**src/rtl/mem_access_ctrl.sv**
```systemverilog
// Load/store front-end for data memory port B with a 16-word local I/O window
// holding debounced, edge-latched button registers and an LED register.
module mem_access_ctrl #(
  parameter int               WIDTH     = 16,
  parameter logic [WIDTH-1:0] IO_BASE   = 16'hFFF0,
  parameter int               DB_CYCLES = 16
) (
  input  logic             clk,
  input  logic             reset,
  input  logic             req,
  input  logic             req_we,
  input  logic [WIDTH-1:0] req_addr,
  input  logic [WIDTH-1:0] req_wdata,
  output logic             busy,
  output logic             done,
  output logic [WIDTH-1:0] rdata,
  output logic             mem_we_b,
  output logic [WIDTH-1:0] mem_addr_b,
  output logic [WIDTH-1:0] mem_data_b,
  input  logic [WIDTH-1:0] mem_q_b,
  input  logic             btn_left,
  input  logic             btn_right,
  input  logic             btn_start,
  output logic [WIDTH-1:0] led
);

  localparam int            CW     = $clog2(DB_CYCLES);
  localparam logic [CW-1:0] DB_MAX = CW'(DB_CYCLES - 1);

  typedef enum logic {
    S_IDLE,
    S_ACCESS
  } state_t;

  state_t           r_state;
  logic             r_busy;
  logic             r_done;
  logic [WIDTH-1:0] r_rdata;
  logic             r_memWe;
  logic [WIDTH-1:0] r_memAddr;
  logic [WIDTH-1:0] r_memData;
  logic [WIDTH-1:0] r_led;

  logic [3:0]       r_ioOffset;
  logic [WIDTH-1:0] r_wdata;
  logic             r_we;
  logic             r_io;

  logic [2:0]       r_sync1;
  logic [2:0]       r_sync2;
  logic [2:0]       r_dbLevel;
  logic [CW-1:0]    r_dbCnt [3];
  logic [2:0]       r_press;

  logic [2:0]       w_btnRaw;
  logic             w_ioHit;
  logic [2:0]       w_pressSet;
  logic [2:0]       w_pressClr;
  logic [WIDTH-1:0] w_ioRdata;

  assign w_btnRaw = {btn_start, btn_right, btn_left};
  assign w_ioHit  = (req_addr[WIDTH-1:4] == IO_BASE[WIDTH-1:4]);

  // Level changes only after DB_CYCLES consecutive disagreeing samples.
  always_ff @(posedge clk or negedge reset) begin
    if (!reset) begin
      r_sync1   <= '0;
      r_sync2   <= '0;
      r_dbLevel <= '0;
      for (int i = 0; i < 3; i++) begin
        r_dbCnt[i] <= '0;
      end
    end else begin
      r_sync1 <= w_btnRaw;
      r_sync2 <= r_sync1;
      for (int i = 0; i < 3; i++) begin
        if (r_sync2[i] == r_dbLevel[i]) begin
          r_dbCnt[i] <= '0;
        end else if (r_dbCnt[i] == DB_MAX) begin
          r_dbLevel[i] <= r_sync2[i];
          r_dbCnt[i]   <= '0;
        end else begin
          r_dbCnt[i] <= r_dbCnt[i] + 1'b1;
        end
      end
    end
  end

  always_comb begin
    w_pressSet = '0;
    for (int i = 0; i < 3; i++) begin
      w_pressSet[i] = r_sync2[i] & ~r_dbLevel[i] & (r_dbCnt[i] == DB_MAX);
    end
  end

  assign w_pressClr = (r_state == S_ACCESS && r_io && r_we && r_ioOffset == 4'h1)
                      ? r_wdata[2:0] : 3'b000;

  // A press arriving on the same edge as a W1C clear survives.
  always_ff @(posedge clk or negedge reset) begin
    if (!reset) begin
      r_press <= '0;
    end else begin
      r_press <= (r_press & ~w_pressClr) | w_pressSet;
    end
  end

  always_comb begin
    w_ioRdata = '0;
    case (r_ioOffset)
      4'h0:    w_ioRdata = {{(WIDTH-3){1'b0}}, r_dbLevel};
      4'h1:    w_ioRdata = {{(WIDTH-3){1'b0}}, r_press};
      4'h2:    w_ioRdata = r_led;
      default: w_ioRdata = '0;
    endcase
  end

  always_ff @(posedge clk or negedge reset) begin
    if (!reset) begin
      r_state    <= S_IDLE;
      r_busy     <= 1'b0;
      r_done     <= 1'b0;
      r_rdata    <= '0;
      r_memWe    <= 1'b0;
      r_memAddr  <= '0;
      r_memData  <= '0;
      r_led      <= '0;
      r_ioOffset <= '0;
      r_wdata    <= '0;
      r_we       <= 1'b0;
      r_io       <= 1'b0;
    end else begin
      case (r_state)
        S_IDLE: begin
          r_done <= 1'b0;
          if (req) begin
            r_state    <= S_ACCESS;
            r_busy     <= 1'b1;
            r_ioOffset <= req_addr[3:0];
            r_wdata    <= req_wdata;
            r_we       <= req_we;
            r_io       <= w_ioHit;
            // I/O accesses never touch the memory port.
            if (!w_ioHit) begin
              r_memAddr <= req_addr;
              r_memData <= req_wdata;
              r_memWe   <= req_we;
            end
          end
        end
        S_ACCESS: begin
          r_state <= S_IDLE;
          r_busy  <= 1'b0;
          r_done  <= 1'b1;
          r_memWe <= 1'b0;
          if (r_io) begin
            r_rdata <= w_ioRdata;
            if (r_we && r_ioOffset == 4'h2) begin
              r_led <= r_wdata;
            end
          end else if (r_we) begin
            r_rdata <= r_wdata;
          end else begin
            r_rdata <= mem_q_b;
          end
        end
        default: begin
          r_state <= S_IDLE;
          r_busy  <= 1'b0;
          r_done  <= 1'b0;
          r_memWe <= 1'b0;
        end
      endcase
    end
  end

  assign busy       = r_busy;
  assign done       = r_done;
  assign rdata      = r_rdata;
  assign mem_we_b   = r_memWe;
  assign mem_addr_b = r_memAddr;
  assign mem_data_b = r_memData;
  assign led        = r_led;

endmodule

```
**config.mk**
```make
export PLATFORM = sky130hd
export DESIGN_NAME = mem_access_ctrl
export DESIGN_NICKNAME = d
export VERILOG_FILES = /design/src/rtl/mem_access_ctrl.sv
export SDC_FILE = /design/constraint.sdc
export NUM_CORES = 1
export LEC_CHECK = 0
export ABC_AREA = 1
export CORE_UTILIZATION = 60
export CTS_BUF_LIST = sky130_fd_sc_hd__clkbuf_4
export DETAILED_ROUTE_END_ITERATION = 10
export DONT_BUFFER_PORTS = 1
export PLACE_DENSITY_LB_ADDON = 0.2
export SKIP_LAST_GASP = 1
export SYNTH_ARGS = -nofsm -noshare
export SYNTH_HDL_FRONTEND = slang
export SYNTH_SLANG_ARGS = --single-unit
```
**constraint.sdc**
```tcl
create_clock -name clk -period 1.4 [get_ports clk]
set_input_delay 0.21 -clock clk [delete_from_list [all_inputs] [get_ports clk]]
set_output_delay 0.21 -clock clk [all_outputs]
set_load 0.05 [all_outputs]
```
# Word-level counts from Yosys, hierarchy flattened
# Index checks and enable logic that the tools add are counted.
[word_totals]
register_bits = 114
latchBits = 0
mem_bits_rw = 0
rom_bits = 0
inputBits = 55
out_inout_bits = 67
elab_cells = 82
memories = 0
[classes]
n_addsub = 3
multipliers = 0
div = 0
n_lt_le_gt_ge = 0
eq_ne = 11
shifts = 0
mux = 18
n_bitwise = 17
reduce_logical = 12
[op_table]
columns = ["operator", "n"]
rows = [
  ["16-bit case mux with 3 select lines", 1],
  ["16-bit two-way mux", 2],
  ["4-bit two-way mux", 6],
  ["4-bit by 1-bit adder with 4-bit output, second input constant", 3],
  ["12-bit == test, second input constant", 1],
  ["4-bit == test, second input constant", 3],
  ["2-bit AND reduction", 5],
  ["1-bit NOT", 8],
  ["1-bit case mux with 2 select lines", 4],
  ["1-bit AND", 6],
  ["3-bit AND reduction", 2],
  ["4-bit by 1-bit == test with 1-bit output, second input constant", 1],
  ["4-bit by 2-bit == test with 1-bit output, second input constant", 1],
  ["1-bit logical AND", 4],
  ["4-bit logical NOT", 1],
  ["1-bit two-way mux", 4],
  ["2-bit != test, second input constant", 2],
  ["3-bit AND", 1],
  ["1-bit == test", 3],
  ["3-bit two-way mux", 1],
  ["3-bit NOT", 1],
  ["3-bit OR", 1],
]

# Depth between registers and ports, before layout
[depth]
depth_word = 7
depth_mapped = 8
depth_no_buf = 7

# Worst setup path after synthesis
# No wires, ideal clock.
[synth_path]
path_type = "register -> register"
start = "register r_we"
end = "register r_led[0], in the netlist led[0]"
setup_ns = 0.119
t_arrival_ns = 1.051
t_required_ns = 1.281
path_slack_ns = 0.230
path_stages_with_launch = 8
n_path_buf = 2
synth_period_minus_slack_ns = 1.170
cell_sequence = "dfrtp_1 > buf_6 > inv_4 > nor3_4 > nand2_4 > buf_6 > nand2_2 > o21ai_2"
[synth_via]
elab_chain_cells = 2
[synth_rtl]
columns = ["item", "line", "rtl"]
rows = [
  ["start: declaration", "46", "logic r_we;"],
  ["start signal: assignment", "141", "r_we <= req_we;"],
  ["1-bit logical AND", "158", "if (r_we && r_ioOffset == 4'h2) begin"],
  ["3-bit AND reduction (no line)", "--", ""],
  ["end signal: assignment", "159", "r_led <= r_wdata;"],
  ["end: declaration", "42", "logic [WIDTH-1:0] r_led;"],
]
# Every way passes these cells.
# A chain may end at the register's enable or synchronous reset.

# Final worst setup path
[layout_path]
start = "register r_rdata[11], in the netlist rdata[11]"
end = "output port rdata[11]"
[layout_lines]
columns = ["item", "line", "rtl"]
rows = [
  ["start: declaration", "38", "logic [WIDTH-1:0] r_rdata;"],
  ["start signal: assignment", "157", "r_rdata <= w_ioRdata;"],
  ["start signal: assignment", "162", "r_rdata <= r_wdata;"],
  ["start signal: assignment", "164", "r_rdata <= mem_q_b;"],
  ["end: declaration", "16", "output logic [WIDTH-1:0] rdata,"],
]
# No word-level cell between the ends.

==> impl_results.md <==
* Fin crit period at roughly 1300 ps
* Area of the multi-input gates at between 1500 and 2000 µm²
* Largest net degree at the start of global routing at 115
* Slew @ Worst Pin at between 400 and 500 ps
* Sw Ratio at 0.374
* #FFs+latches synth at roughly 110
* Int Pwr at ~5500 µW
* DRC viols at 0
* Clk Latency, worst-skew pair at between 400 and 500 ps
* GRT overflow at 0
* Total CTS buffers at 17
* Final TNS setup at 0 ps
* WP data arrival at around 1100 ps
* Largest cells by area after synthesis: dfrtp_1 (58%), nand2_1 (16%), o21ai_0 (4.9%), nand3_1 (2.9%), o21ai_2 (2.8%)
* Vias in the first global route at slightly above 4k
* Period utilization at 0.953
* Critical path class: reg2out
* Final worst setup slack at 66.2 ps
* DR WL/cell at approximately 16 µm
* Worst relative slew slack at 0.680
* Area grow syn2layout at 20.8%
* Post-route ant nets at 0
* Final Hold Viols at approximately 110
* Worst endpoint required time at around 1200 ps
* Row count at 32
* Pleak at 0.00291 µW
* Outcome: finished with violations
* Root buf cell: clkbuf_4
* Tot Pwr at around 8800 µW
* Synth cell types at 25
* Port bufs at 0
* Iter 0 DRT Violations at between 300 and 400
* Fmax at 750 MHz
* Avg Cell Area, Syn at 9.00 µm²
* Syn. warnings at 0
* Netlist Area Pre-Place at approximately 5000 µm²
* Setup crit end kind: primary output
* Max Cap Viol at 0
* Placer Congestion at approximately 0.84
* Mapped Nets at between 600 and 700
* Seq pwr share at 0.558
* Initial core utilization at 0.629
* Num Clock Sinks at between 100 and 150
* Fraction of registers with async set/reset at 1.00
* Hold_buf cts at 50
* Vias at approximately 3.9k
* Die Wd at 92.7 µm
* Yosys top cell area share at 0.578
* Post-DP HPWL at a little over 7 mm
* EDFF count, synth at 0
* Synth Flop Type: dfrtp_1
* CP Launch Type: register
* Global-route wire length before repair at 18.4 mm
* GRT Total Usage at 0.279
* H-Tree Depth at 4
* FF/Latch Area at slightly below 3000 µm²
* Clock network fraction of total power at 0.278
* Worst hold slack at -593 ps
* Failing checks: hold timing
* Mapped Cells at around 550
* Max VDD drop at 0.860 mV
* Ports at between 100 and 150
* WL final at 11.4 mm
* Fraction of layout instances using a drive strength above 1 at 0.226
* Fin nets at 681
* Seq/Total Area, Yosys at 0.578
* Vias/cell at about 5.4
* Layout Utilization at 0.760
* Max Slew Vio Count at 0
* Die ar. at between 8000 and 9000 µm²
* Unrepaired setup endpoints after global routing: yes
* Final-layout fill cell count at around 550
* Dominant cell type by area after synthesis: dfrtp_1
* Die Ht at about 90 µm
* Buffer depth of the longest clock path at 2
* Cell area power density at about 1500 nW/µm²
* Core area at 7850 µm²
* N_diodes at 0
* Clock skew at about 22 ps
* Drt first pass iters at 5
* CTS tree: yes
* Setup WS pre-CTS at 8.60 ps
* Sw Pwr at around 3300 µW
* CTS clk-pin slew, worst paths at ~100 ps
* Final count of negative-setup-slack endpoints at 0
* Comb power frac at 0.165
* Worst min-delay path category: in2async
* Initial antenna violation count at 0
* Crit-path max FO at 2
[per-layer routing]
metal	up-vias	wire length, µm	GRT usage
li1	1895	-	-
met5	-	0	0
met1	1865	4690	0.324
met4	0	191	0.109
met3	20	863	0.0961
met2	158	5680	0.474
[cells in the final DEF, fill, tap and decap left out, drive strengths merged, types with 8 or more instances in the layout]
cell	instances
inv	38
buf	26
clkinv	8
nand2	213
o21ai	64
dlygate4sd3	50
nor2	26
clkbuf	19
dfrtp	114
a21oi	26
nand3	31
[stage by stage]
stage | instance area (µm²) | instances
detailed placement | 5050 | 648
finish | 5970 | 734
global placement | 5050 | 648
CTS | 5860 | 729
floorplan | 4940 | 549
global route | 5970 | 734
[cell families after synthesis]
kind of cell | after synthesis | share of synthesized area
buffers and inverters | 63 | 0.0699
adders and majority gates | 6 | 0.0152
AOI/OAI and AO/OA | 90 | 0.104
and+or+nand+nor | 273 | 0.228
xor gates and xnor gates | 3 | 0.00532
DFF | 114 | 0.578
[cell type report]
class                      count  area share
tap                          102      0.0214
timing repair buffer          76       0.120
clock inverter                12      0.0237
multi-input combinational    373       0.297
clock buffer                  19      0.0239
inverter                      38      0.0247
sequential                   114       0.489
[path summary, 6_finish.rpt]
path,from,end,slack (ps),depth (start not counted)
setup reg to reg,r_state$_DFF_PN0_,r_press[2]$_DFF_PN0_,70,6
max in group asynchronous,reset,rdata[10]$_DFFE_PN0P_,1820,0
setup / recovery,rdata[11]$_DFFE_PN0P_,rdata[11],70,0
hold reg to reg,r_sync1[2]$_DFF_PN0_,r_sync2[2]$_DFF_PN0_,360,0
min in group clk,req_addr[15],mem_we_b$_DFFE_PN0P_,50,6
hold / removal,reset,mem_addr_b[7]$_DFFE_PN0P_,-590,0
[synthesized netlist by cell type, types with 2 or more instances]
master,number
nand2_1,207
dfrtp_1,114
o21ai_0,48
inv_1,32
nand3_1,29
a21oi_1,25
nor2_1,24
o21ai_2,16
buf_6,11
buf_2,8
ha_1,6
inv_2,4
nand2_2,4
buf_4,3
clkbuf_1,3
xor2_1,3
inv_4,2
nand4_1,2
nor2_2,2
[registers in the layout (all words and copies together) (netlist names)]
name / count
r_dbLevel: 3
mem_we_b: 1
r_we: 1
r_sync2: 3
r_press: 3
r_sync1: 3
r_ioOffset: 4
r_wdata: 16
done: 1
r_state: 1
mem_addr_b: 16
mem_data_b: 16
busy: 1
led: 16
r_io: 1
r_dbCnt: 12
rdata: 16
[power groups by stage]
| stage | combinational, µW | clock (µW) | sequential [µW] |
|---|---|---|---|
| final | 1450 | 2450 | 4920 |
| after global routing | 1610 | 2640 | 4960 |
| after CTS | 1420 | 2480 | 4870 |
| after detailed placement | 1290 | 0 | 4920 |
| after global placement | 1240 | 0 | 4910 |
| after floorplan | 763 | 0 | 5090 |
[timing repair]
action                                  in CTS  in global routing
resized for setup                           15                 44
endpoints found under the setup margin      19                 65
setup buffers                                0                  4
hold endpoints to repair                   184                114
cloned                                       0                  1
Note: power is estimated with default switching activity, not from simulation.
